## config.mk

```make
export PLATFORM = sky130hd
export DESIGN_NAME = instr_fetch_unit
export DESIGN_NICKNAME = d
export VERILOG_FILES = /design/src/rtl/instr_fetch_unit.sv
export SDC_FILE = /design/constraint.sdc
export NUM_CORES = 1
export LEC_CHECK = 0
export BUFFER_PORTS_ARGS = -buffer_cell sky130_fd_sc_hd__buf_2
export CAP_MARGIN = 10
export CORE_UTILIZATION = 56
export CTS_BUF_LIST = sky130_fd_sc_hd__clkbuf_4 sky130_fd_sc_hd__clkbuf_8
export DETAILED_ROUTE_END_ITERATION = 12
export PLACE_DENSITY = 0.79
export SETUP_SLACK_MARGIN = 0.15
export SYNTH_ARGS = -nofsm -noshare
export SYNTH_HDL_FRONTEND = slang
export SYNTH_SLANG_ARGS = --single-unit
```

## constraint.sdc

```tcl
create_clock -name clk -period 5.4 [get_ports clk]
set_clock_uncertainty 0.2 [all_clocks]
set_input_delay 0.54 -clock clk [delete_from_list [all_inputs] [get_ports clk]]
set_output_delay 0.54 -clock clk [all_outputs]
set_load 0.005 [all_outputs]
```

## src/rtl/instr_fetch_unit.sv

```systemverilog
// Instruction fetch stage: issues next_pc to instruction memory over req/ack, buffers
// returned words with their PCs in a 2-entry FIFO, and flushes on redirect.
module instr_fetch_unit #(
  parameter int unsigned OPD_WIDTH   = 32,
  parameter int unsigned PC_WIDTH    = 12,
  parameter int unsigned INSTR_WIDTH = 32
) (
  input  logic                   clk,
  input  logic                   rst,
  input  logic [PC_WIDTH-1:0]    fetch_pc,
  input  logic                   redirect,
  output logic                   imem_req,
  output logic [PC_WIDTH-1:0]    imem_addr,
  input  logic                   imem_ack,
  input  logic [INSTR_WIDTH-1:0] imem_rdata,
  output logic                   instr_valid,
  input  logic                   instr_ready,
  output logic [INSTR_WIDTH-1:0] instr,
  output logic [OPD_WIDTH-1:0]   instr_pc,
  output logic                   fetch_done
);

  typedef enum logic [1:0] {StIdle, StWait, StDiscard} state_e;

  state_e                 state_q;
  logic [PC_WIDTH-1:0]    req_pc_q;
  logic [INSTR_WIDTH-1:0] fifo_instr_q [2];
  logic [PC_WIDTH-1:0]    fifo_pc_q    [2];
  logic                   wr_ptr_q;
  logic                   rd_ptr_q;
  logic [1:0]             count_q;
  logic [INSTR_WIDTH-1:0] instr_q;
  logic [PC_WIDTH-1:0]    instr_pc_q;
  logic                   fetch_done_q;

  logic                   room;
  logic                   head_valid;
  logic                   req_active;
  logic                   push;
  logic                   pop;
  logic [PC_WIDTH-1:0]    push_pc;
  logic                   rd_ptr_d;
  logic [1:0]             count_d;

  always_comb begin
    room       = count_q < 2'd2;
    head_valid = count_q != 2'd0;
    req_active = 1'b0;
    push       = 1'b0;
    imem_addr  = req_pc_q;
    push_pc    = req_pc_q;
    unique case (state_q)
      StIdle: begin
        req_active = room && !redirect;
        imem_addr  = fetch_pc;
        push_pc    = fetch_pc;
        push       = req_active && imem_ack;
      end
      StWait: begin
        req_active = 1'b1;
        push       = imem_ack && !redirect;
      end
      StDiscard: begin
        // Outstanding request must complete; its data is thrown away.
        req_active = 1'b1;
      end
      default: begin
        req_active = 1'b0;
      end
    endcase
    imem_req = req_active && !rst;
    pop      = head_valid && instr_ready && !redirect;
    rd_ptr_d = rd_ptr_q ^ pop;
    count_d  = count_q + {1'b0, push} - {1'b0, pop};
  end

  always_ff @(posedge clk) begin
    if (rst) begin
      state_q      <= StIdle;
      req_pc_q     <= '0;
      wr_ptr_q     <= 1'b0;
      rd_ptr_q     <= 1'b0;
      count_q      <= 2'd0;
      instr_q      <= '0;
      instr_pc_q   <= '0;
      fetch_done_q <= 1'b0;
    end else begin
      fetch_done_q <= push;
      if (push) begin
        fifo_instr_q[wr_ptr_q] <= imem_rdata;
        fifo_pc_q[wr_ptr_q]    <= push_pc;
      end

      if (redirect) begin
        count_q  <= 2'd0;
        wr_ptr_q <= 1'b0;
        rd_ptr_q <= 1'b0;
      end else begin
        count_q  <= count_d;
        wr_ptr_q <= wr_ptr_q ^ push;
        rd_ptr_q <= rd_ptr_d;
        // Head output register tracks the next head; it holds when the FIFO empties.
        if (count_d != 2'd0) begin
          if (push && (rd_ptr_d == wr_ptr_q)) begin
            instr_q    <= imem_rdata;
            instr_pc_q <= push_pc;
          end else begin
            instr_q    <= fifo_instr_q[rd_ptr_d];
            instr_pc_q <= fifo_pc_q[rd_ptr_d];
          end
        end
      end

      unique case (state_q)
        StIdle: begin
          if (req_active) begin
            req_pc_q <= fetch_pc;
            if (!imem_ack) state_q <= StWait;
          end
        end
        StWait: begin
          if (imem_ack)      state_q <= StIdle;
          else if (redirect) state_q <= StDiscard;
        end
        StDiscard: begin
          if (imem_ack) state_q <= StIdle;
        end
        default: state_q <= StIdle;
      endcase
    end
  end

  assign instr_valid = head_valid && !rst;
  assign instr       = instr_q;
  assign instr_pc    = {{(OPD_WIDTH - PC_WIDTH){1'b0}}, instr_pc_q};
  assign fetch_done  = fetch_done_q && !rst;

endmodule
```

After elaboration in Yosys (flattened, before gate mapping) --
Memory sizes are Yosys's and may differ from the RTL's. A register that Yosys moved wholly into a read port is not among the register bits. Index checks and enable logic that the tools add are counted.
Storage, ports and cells: RAM bits 88, output and inout port bits 79, input port bits 49, memories 2, register bits 19, word-level logic and storage cells 50
Memory list:
- fifo_instr_q | words 2, width 32, rd ports 1, clocked after Yosys merged registers in 1, write ports 1, RTL line 27 | logic [INSTR_WIDTH-1:0] fifo_instr_q [2];
- fifo_pc_q | words 2, width 12, rd ports 1, clocked after Yosys merged registers in 1, write ports 1, RTL line 28 | logic [PC_WIDTH-1:0] fifo_pc_q [2];
Cells by class: reductions and logical operators 18, add/sub/neg operators 2, order comparisons 1, multiplexer cells 12, equality and inequality tests 6, bitwise logic cells 3
Operators with widths (count):
- two-way mux 12 bit | 1
- two-way mux 2 bit | 5
- logical AND 1 bit | 8
- inequality test 2 bit (second input constant) | 3
- case mux 2 bit (3 select lines) | 1
- case mux 1 bit (2 select lines) | 2
- AND reduction 2 bit | 2
- AND reduction 4 bit | 1
- nonzero test 2 bit | 2
- OR reduction 2 bit | 2
- two-way mux 1 bit | 3
- inequality test 3 bit (second input constant) | 1
- adder 2 x 1 -> 2 bit | 1
- == test 2 x 1 -> 1 bit (second input constant) | 1
- == test 2 bit (second input constant) | 1
- zero test 1 bit | 2
- zero test 2 bit | 1
- < comparator 2 bit (second input constant) | 1
- subtractor 2 x 1 -> 2 bit | 1
- bitwise XOR 1 bit | 2
- inverter 1 bit | 1

Logic depth before layout (Yosys ltp) --
Gate-level depths: netlist (run 1).
depth after elaboration 8, mapped depth 16, mapped depth without buffers 13

Least setup slack after synthesis (run 1) --
OpenSTA, ideal clock, no wires.
path type reg-to-reg, start register state_q[0], end memory fifo_instr_q[0][0], enable pin, required time 4.700 ns, cell stages (with the launch flop) 7, library setup time 0.500 ns, clock period less this slack 4.755 ns, buffers on the path 1, setup slack 0.645 ns, arrival 4.055 ns, path through dfxtp_1 > inv_1 > ha_1 > buf_2 > and2b_1 > o21ai_2 > nor3_1
On the way: word-level cells in the longest chain between the ends 5, elaborated cells between the ends (all ways) 6
Ends and longest elaborated chain:
- start: declaration | RTL line 25 | state_e state_q;
- start signal: assignment | RTL line 79 | state_q <= StIdle;
- start signal: assignment | RTL line 118 | if (!imem_ack) state_q <= StWait;
- start signal: assignment | RTL line 122 | if (imem_ack) state_q <= StIdle;
- == test 2 x 1 -> 1 bit / zero test 2 bit (equally long branches) | RTL line 52 | unique case (state_q)
- case mux 1 bit (2 select lines) * | RTL line 52
- two-way mux 1 bit * | RTL line 89 | if (push) begin
- two-way mux 1 bit * | RTL line 78 | if (rst) begin
- two-way mux 1 bit (not written as such) * | RTL line 90 | fifo_instr_q[wr_ptr_q] <= imem_rdata;
- end: declaration | RTL line 27
Mark *: on every way between the ends. The rest lies on a longest branch, timed or not.

Final worst setup path (run 1) --
start register state_q[0], end register instr_pc_q[11], read port of fifo_pc_q
On the way: word-level cells in the longest chain between the ends 6, elaborated cells between the ends (all ways) 7
Ends and longest elaborated chain:
- == test 2 x 1 -> 1 bit / zero test 2 bit (equally long branches) | RTL line 52
- case mux 1 bit (2 select lines) * | RTL line 52
- adder 2 x 1 -> 2 bit * | RTL line 74 | count_d = count_q + {1'b0, push} - {1'b0, pop};
- subtractor 2 x 1 -> 2 bit * | RTL line 74
- nonzero test 2 bit * | RTL line 103 | if (count_d != 2'd0) begin
- AND reduction 2 bit (no source line) *
- end: declaration | RTL line 33 | logic [PC_WIDTH-1:0] instr_pc_q;
Marked as above. A chain may end at the register's enable or synchronous reset.

==> flow_metrics.py, run 1 <==
metrics = {
    "logic_synthesis": {
        "yosys_warnings": 0,
        "seq_area_frac_synth_pct": 64.5,
        "ys_dominant_reg_cell": "edfxtp_1",
        "synth.distinct_cells": 44,
        "netlist_instances": 437,
        "synth_area_per_cell_um2": 13.8,
        "synth_area_mm2": 0.00605,
        "ys_seq_elements": 151,
        "ys_async_sr_fraction_pct": 0,
        "synth_edf_count": 88,
    },
    "worst_setup_path": {
        "path_max_fanout": 27,
        "path_class": "reg -> reg",
        "r2r_slack_ps": 1520,
        "cp.arrival_ps": 4010,
        "cp_common_cell": "ha_1",
        "crit_slowest_cell": "buf_4",
        "start_kind": "register",
        "required_ps": 5530,
        "critPathMaxStageDelay_ps": 400,
        "crit_chain": "inv_1 -> ha_1 -> and2b_1 -> o21ai_2 -> nand2b_1 -> ha_1 -> inv_1 -> ha_1 -> xnor3_1 -> nand2b_1 -> buf_4 -> nand2_1 -> o221ai_1",
        "cp-end-kind": "register",
    },
    "timing": {
        "rsz0062_at_grt": "false",
        "relSlewSlack_pct": 38.7,
        "finalHoldViolCount": 0,
        "worstMarginPinSlew_ps": 920,
        "post-route-period-util_pct": 71.8,
        "fin_hold_ws_ps": 110,
        "layout_min_cycle_time_ps": 3880,
        "fmax_mhz": 258,
        "setup_viol": 0,
        "setup_tns_ps": 0,
        "slew_viol_final": 0,
    },
    "detailed_routing": {
        "dr.pass1.iters": 5,
        "drt-wirelength-per-cell_um": 17.6,
        "via_per_inst": 5.63,
        "totalWireLength_um": 12200,
        "first_iter_violations": 280,
        "postRouteAntennaNets": 0,
        "drc": 0,
        "vias": 3905,
    },
    "cells_and_area": {
        "area_growth_pct": 16.1,
        "nFillCells": 757,
        "fin_nets": 601,
        "final_layout_size_suffix_gt1_share_pct": 29.0,
        "diodes": 0,
        "fin_cells": 694,
        "final_cell_mix": "107 x buf_2, 88 x edfxtp_1, 68 x mux2i_1, 63 x dfxtp_1",
        "multi_input_area_mm2": 0.00189,
        "register_area_mm2": 0.00390,
        "layout_commonest_cell": "buf_2",
    },
    "floorplan": {
        "die-height_um": 106,
        "start_util_pct": 58.1,
        "num_io_pins": 128,
        "rows": 37,
        "die_x_um": 106,
        "core_region_area_mm2": 0.0104,
        "die_area_mm2": 0.0112,
    },
    "global_routing": {
        "grt_max_degree": 36,
        "grtUsageTotal_pct": 22.9,
        "grt_pass1_wl_um": 19400,
        "antenna_found_initial": 0,
        "grt_overflow": 0,
        "grt_pass1_vias": 3822,
    },
    "place": {
        "placed_cells": 662,
        "io_buffers": 107,
        "place_hpwl_um": 7920,
        "gp_congestion": 0.775,
    },
    "clock_network": {
        "cts_tree": "yes",
        "htreeDepth": 4,
        "clock-root-buffer": "clkbuf_8",
        "insertion_delay_ps": 430,
        "clkTransAtPathRegs_ps": 80,
        "cts_resized": 0,
        "postCtsSetupRepairBufs": 0,
        "holdBufCountCts": 0,
        "cts.path.max_buffers": 2,
        "clock-sinks": 151,
        "cts_buffers": 17,
    },
    "power_and_ir_drop": {
        "ir_drop_uv": 231,
        "powerDensity_mw_per_mm2": 413,
        "power_leakage_nw": 3.12,
    },
    "min_path": {
        "hp-class": "in -> reg",
    },
    "flow_run": {
        "cap_violations": 0,
    },
    "status": {
        "run_status": "complete, no violations",
    },
}
## cell type report
type                    count  share of cell area (%)
multi-input cells         244                    26.9
clock inverters            11                    1.85
well taps                 136                    2.42
repair buffers            116                    8.59
inverters                  15                   0.802
clock buffers              21                    3.85
flip-flops and latches    151                    55.6
## sequential cells by signal (all words and copies together), names as in the netlist
register / count
wr_ptr_q: 1
fifo_pc_q: 24
fifo_instr_q: 64
count_q: 2
instr_pc_q: 12
fetch_done_q: 1
instr: 32
rd_ptr_q: 1
req_pc_q: 12
state_q: 2
## power breakdown
part	internal (mW)	switching (mW)
Combinational	0.252	0.371
Sequential	1.36	0.0599
Clock	0.477	0.386
## final timing paths
path | from | to | cells past startpoint
setup / recovery | state_q[0] | instr_pc_q[11] | 13
hold / removal | imem_rdata[13] | fifo_instr_q[0][13] | 1
setup reg to reg | state_q[0] | instr_pc_q[11] | 13
hold reg to reg | instr[15] | instr[15] | 2
## routing by layer
| metal | wire, µm | track usage, % | vias up |
|---|---|---|---|
| met3 | 793 | 6.38 | 21 |
| met4 | 250 | 9.42 | 0 |
| met5 | 0 | 0 | - |
| met1 | 5120 | 28.8 | 1910 |
| li1 | - | - | 1822 |
| met2 | 6070 | 37.5 | 152 |
## worst max-delay path: cells and delay by family (launching register included)
kind                     cells  cell delay [ps]
AO/OA/AOI/OAI                2              630
XOR/XNOR                     1              260
adder cells (fa/ha/maj)      3              620
buffers and inverters        3              570
flip-flops                   1              390
AND/OR/NAND/NOR              4             1120
## stage by stage
| stage | setup slack, ps | total power, mW | instance area (µm²) | util, % |
|---|---|---|---|---|
| 3_5_place_dp | 1630 | 2.06 | 6620 | 63.6 |
| 3_3_place_gp | 1790 | 2.03 | 6620 | 63.6 |
| 2_1_floorplan | 645 | 1.84 | 6120 | - |
| 6_report | 1520 | 2.90 | 7020 | 67.4 |
| 4_1_cts | 1520 | 2.91 | 7020 | 67.4 |
| 5_1_grt | 1290 | 3.03 | 7020 | 67.4 |
## Yosys cell counts (2+ instances only)
master,count,area share [%]
ha_1,7,1.4
buf_6,2,0.37
dfxtp_1,63,21
buf_2,13,1.1
a21oi_1,2,0.17
nor3_1,2,0.17
inv_1,15,0.93
o21ai_0,2,0.17
o221ai_2,6,1.5
nor2b_1,2,0.21
nand2_1,15,0.93
mux2i_1,68,11
o221ai_1,5,0.72
nor2_2,2,0.21
clkbuf_1,8,0.50
nor2_1,19,1.2
or2_1,2,0.21
buf_4,22,2.7
and2_1,2,0.21
nand2b_1,7,0.72
edfxtp_1,88,44
o21ai_1,32,2.6
a32oi_1,32,4.6
## cell families after synthesis
kind of cell | synth area share, %
AOI/OAI and AO/OA | 11.2
xor gates and xnor gates | 0.972
adders and majority gates | 1.45
buffers and inverters | 5.66
DFF | 64.5
muxes | 11.4
other | 0.0620
and+or+nand+nor | 4.69
Power figures use the tool's default switching activity.
==> run 2: changes to the inputs <==
==> constraint.sdc (replaced) <==
create_clock -name clk -period 3.6 [get_ports clk]
set_clock_uncertainty 0.2 [all_clocks]
set_input_delay 0.36 -clock clk [delete_from_list [all_inputs] [get_ports clk]]
set_output_delay 0.36 -clock clk [all_outputs]
set_load 0.005 [all_outputs]
==> run 2 against run 1 <==
Against the previous run: total power grew 48%; global-route usage grew 2.4 points; die area unchanged; sequential share of layout area down 3.5 points; cell area is 6.7% higher; via count increased by 6.9%.
==> flow_metrics.py, run 2 (synthesis results as in run 1) <==
metrics = {
    "status": {
        "run_status": "complete, no violations",
    },
    "power_and_ir_drop": {
        "clkPwrFrac_pct": 26.9,
        "power_leakage_nw": 3.29,
        "powerDensity_mw_per_mm2": 573,
        "ir_drop_uv": 366,
        "power_frac_seq_pct": 49.5,
        "p_sw_mw": 1.29,
        "total_power_mw": 4.29,
        "combPwrFrac_pct": 23.6,
        "p_int_mw": 3.00,
        "sw_frac_of_total_pct": 30.0,
    },
    "detailed_routing": {
        "vias": 4173,
        "via_per_inst": 5.64,
        "first_iter_violations": 299,
        "totalWireLength_um": 13300,
        "postRouteAntennaNets": 0,
        "drc": 0,
        "dr.pass1.iters": 4,
        "drt-wirelength-per-cell_um": 18.0,
    },
    "place": {
        "placed_area_mm2": 0.00670,
        "gp_congestion": 0.802,
        "io_buffers": 107,
        "place_hpwl_um": 8190,
        "placed_cells": 664,
    },
    "cells_and_area": {
        "fin_nets": 647,
        "max_flop_register": "fifo_instr_q",
        "fin_cells": 740,
        "diodes": 0,
        "final_cell_mix": "107 x buf_2, 88 x edfxtp_1, 68 x mux2i_1, 63 x dfxtp_1, 44 x dlygate4sd3_1",
        "final_area_mm2": 0.00749,
        "final_layout_size_suffix_gt1_share_pct": 27.5,
        "area_growth_pct": 23.8,
        "largest_register_ffs": 64,
        "layout_commonest_cell": "buf_2",
    },
    "worst_setup_path": {
        "crit_chain": "inv_1 -> ha_1 -> and2b_1 -> o21ai_2 -> nand2b_1 -> ha_1 -> inv_1 -> ha_1 -> xnor3_1 -> nand2b_2 -> nand3b_2 -> buf_12 -> o21ai_1",
        "cp.arrival_ps": 3390,
        "required_ps": 3760,
        "crit_buf_inv": 3,
        "cpLargestDelayFamily": "simple AND/OR/NAND/NOR gates",
        "crit_slowest_cell": "dfxtp_1",
        "start_kind": "register",
        "path_max_fanout": 37,
        "path_class": "reg -> reg",
        "cp-end-kind": "register",
        "critPathMaxStageDelay_ps": 400,
        "cp_common_cell": "ha_1",
    },
    "timing": {
        "fin_hold_ws_ps": 35.8,
        "rsz0062_at_grt": "false",
        "fmax_mhz": 310,
        "relSlewSlack_pct": 41.9,
        "finalHoldViolCount": 0,
        "setup_viol": 0,
        "layout_min_cycle_time_ps": 3220,
        "setup_tns_ps": 0,
        "post-route-period-util_pct": 89.5,
        "worstMarginPinSlew_ps": 868,
        "slew_viol_final": 0,
    },
    "flow_run": {
        "cap_violations": 0,
    },
    "clock_network": {
        "cts.path.max_buffers": 2,
        "clkTransAtPathRegs_ps": 80,
        "clock-sinks": 151,
        "clock-root-buffer": "clkbuf_8",
        "postCtsSetupRepairBufs": 0,
        "cts_buffers": 17,
        "htreeDepth": 4,
        "insertion_delay_ps": 450,
        "cts_tree": "yes",
    },
    "min_path": {
        "hp-class": "in -> reg",
    },
    "global_routing": {
        "grt_pass1_wl_um": 21300,
        "grt_max_degree": 41,
        "grtUsageTotal_pct": 25.3,
        "grt_pass1_vias": 4317,
        "antenna_found_initial": 0,
        "grt_overflow": 0,
    },
    "floorplan": {
        "die_x_um": 106,
        "rows": 37,
        "num_io_pins": 128,
        "core_region_area_mm2": 0.0104,
        "die-height_um": 106,
        "start_util_pct": 58.1,
        "die_area_mm2": 0.0112,
    },
}
[run 2: cell count changes in the layout (fill, tap and decap cells not counted), moves of 2 or more]
cell,change
buf_12,+4
bufinv_16,-2
clkinvlp_4,+5
dlygate4sd3_1,+44
clkbuf_4,-2
buf_4,-2
[run 2: worst paths after layout]
kind / start / endpoint / slack (ps) / cells after the start
setup / recovery: state_q[1] / instr[21] / 380 / 13
hold / removal: fetch_pc[5] / req_pc_q[5] / 40 / 3
setup reg to reg: state_q[1] / instr[21] / 380 / 13
hold reg to reg: instr_pc_q[2] / instr_pc_q[2] / 270 / 2
[run 2: worst reg2reg max path, stage by stage (launching register included)]
cell and delay [ps]:
dfxtp_1 400, inv_1 110, ha_1 220, and2b_1 180, o21ai_2 130, nand2b_1 120, ha_1 230, inv_1 60
ha_1 140, xnor3_1 240, nand2b_2 360, nand3b_2 290, buf_12 260, o21ai_1 200
[run 2: layer usage]
metal / share of wire (%) / wire length (µm) / track usage, %
met1: 41 / 5470 / 30.1
met2: 51 / 6780 / 41.8
met5: 0 / 0 / 0
met3: 5.3 / 705 / 6.68
met4: 2.6 / 347 / 14.3
[run 2: repair_timing]
| item | CTS | global route |
|---|---|---|
| resized for setup | 0 | 1 |
| endpoints found under the hold margin | 103 | 0 |
| setup endpoints to repair | 0 | 3 |
| hold buffers | 44 | 0 |
[run 2: power by group through the flow]
stage / Combinational [mW] / Clock [mW] / Sequential [mW]
2_1_floorplan: 0.619 / 0 / 2.15
3_3_place_gp: 0.932 / 0 / 2.15
3_5_place_dp: 0.969 / 0 / 2.15
4_1_cts: 1.01 / 1.17 / 2.12
5_1_grt: 1.10 / 1.24 / 2.14
6_report: 1.01 / 1.15 / 2.12
[run 2: stage by stage]
| step | util [%] | setup slack [ps] |
|---|---|---|
| detailed placement | 64.3 | 423 |
| finish | 71.9 | 378 |
| CTS | 71.9 | 409 |
| global route | 71.9 | 178 |
| global placement | 64.3 | 552 |
| floorplan | - | 211 |
[run 2: cell type report]
type | instances | area [µm²]
repair buffers | 162 | 1110
well taps | 136 | 170
flip-flops and latches | 151 | 3900
multi-input cells | 244 | 1900
fillers | 707 | 2920
inverters | 15 | 56.3
clock inverters | 14 | 111
clock buffers | 18 | 241
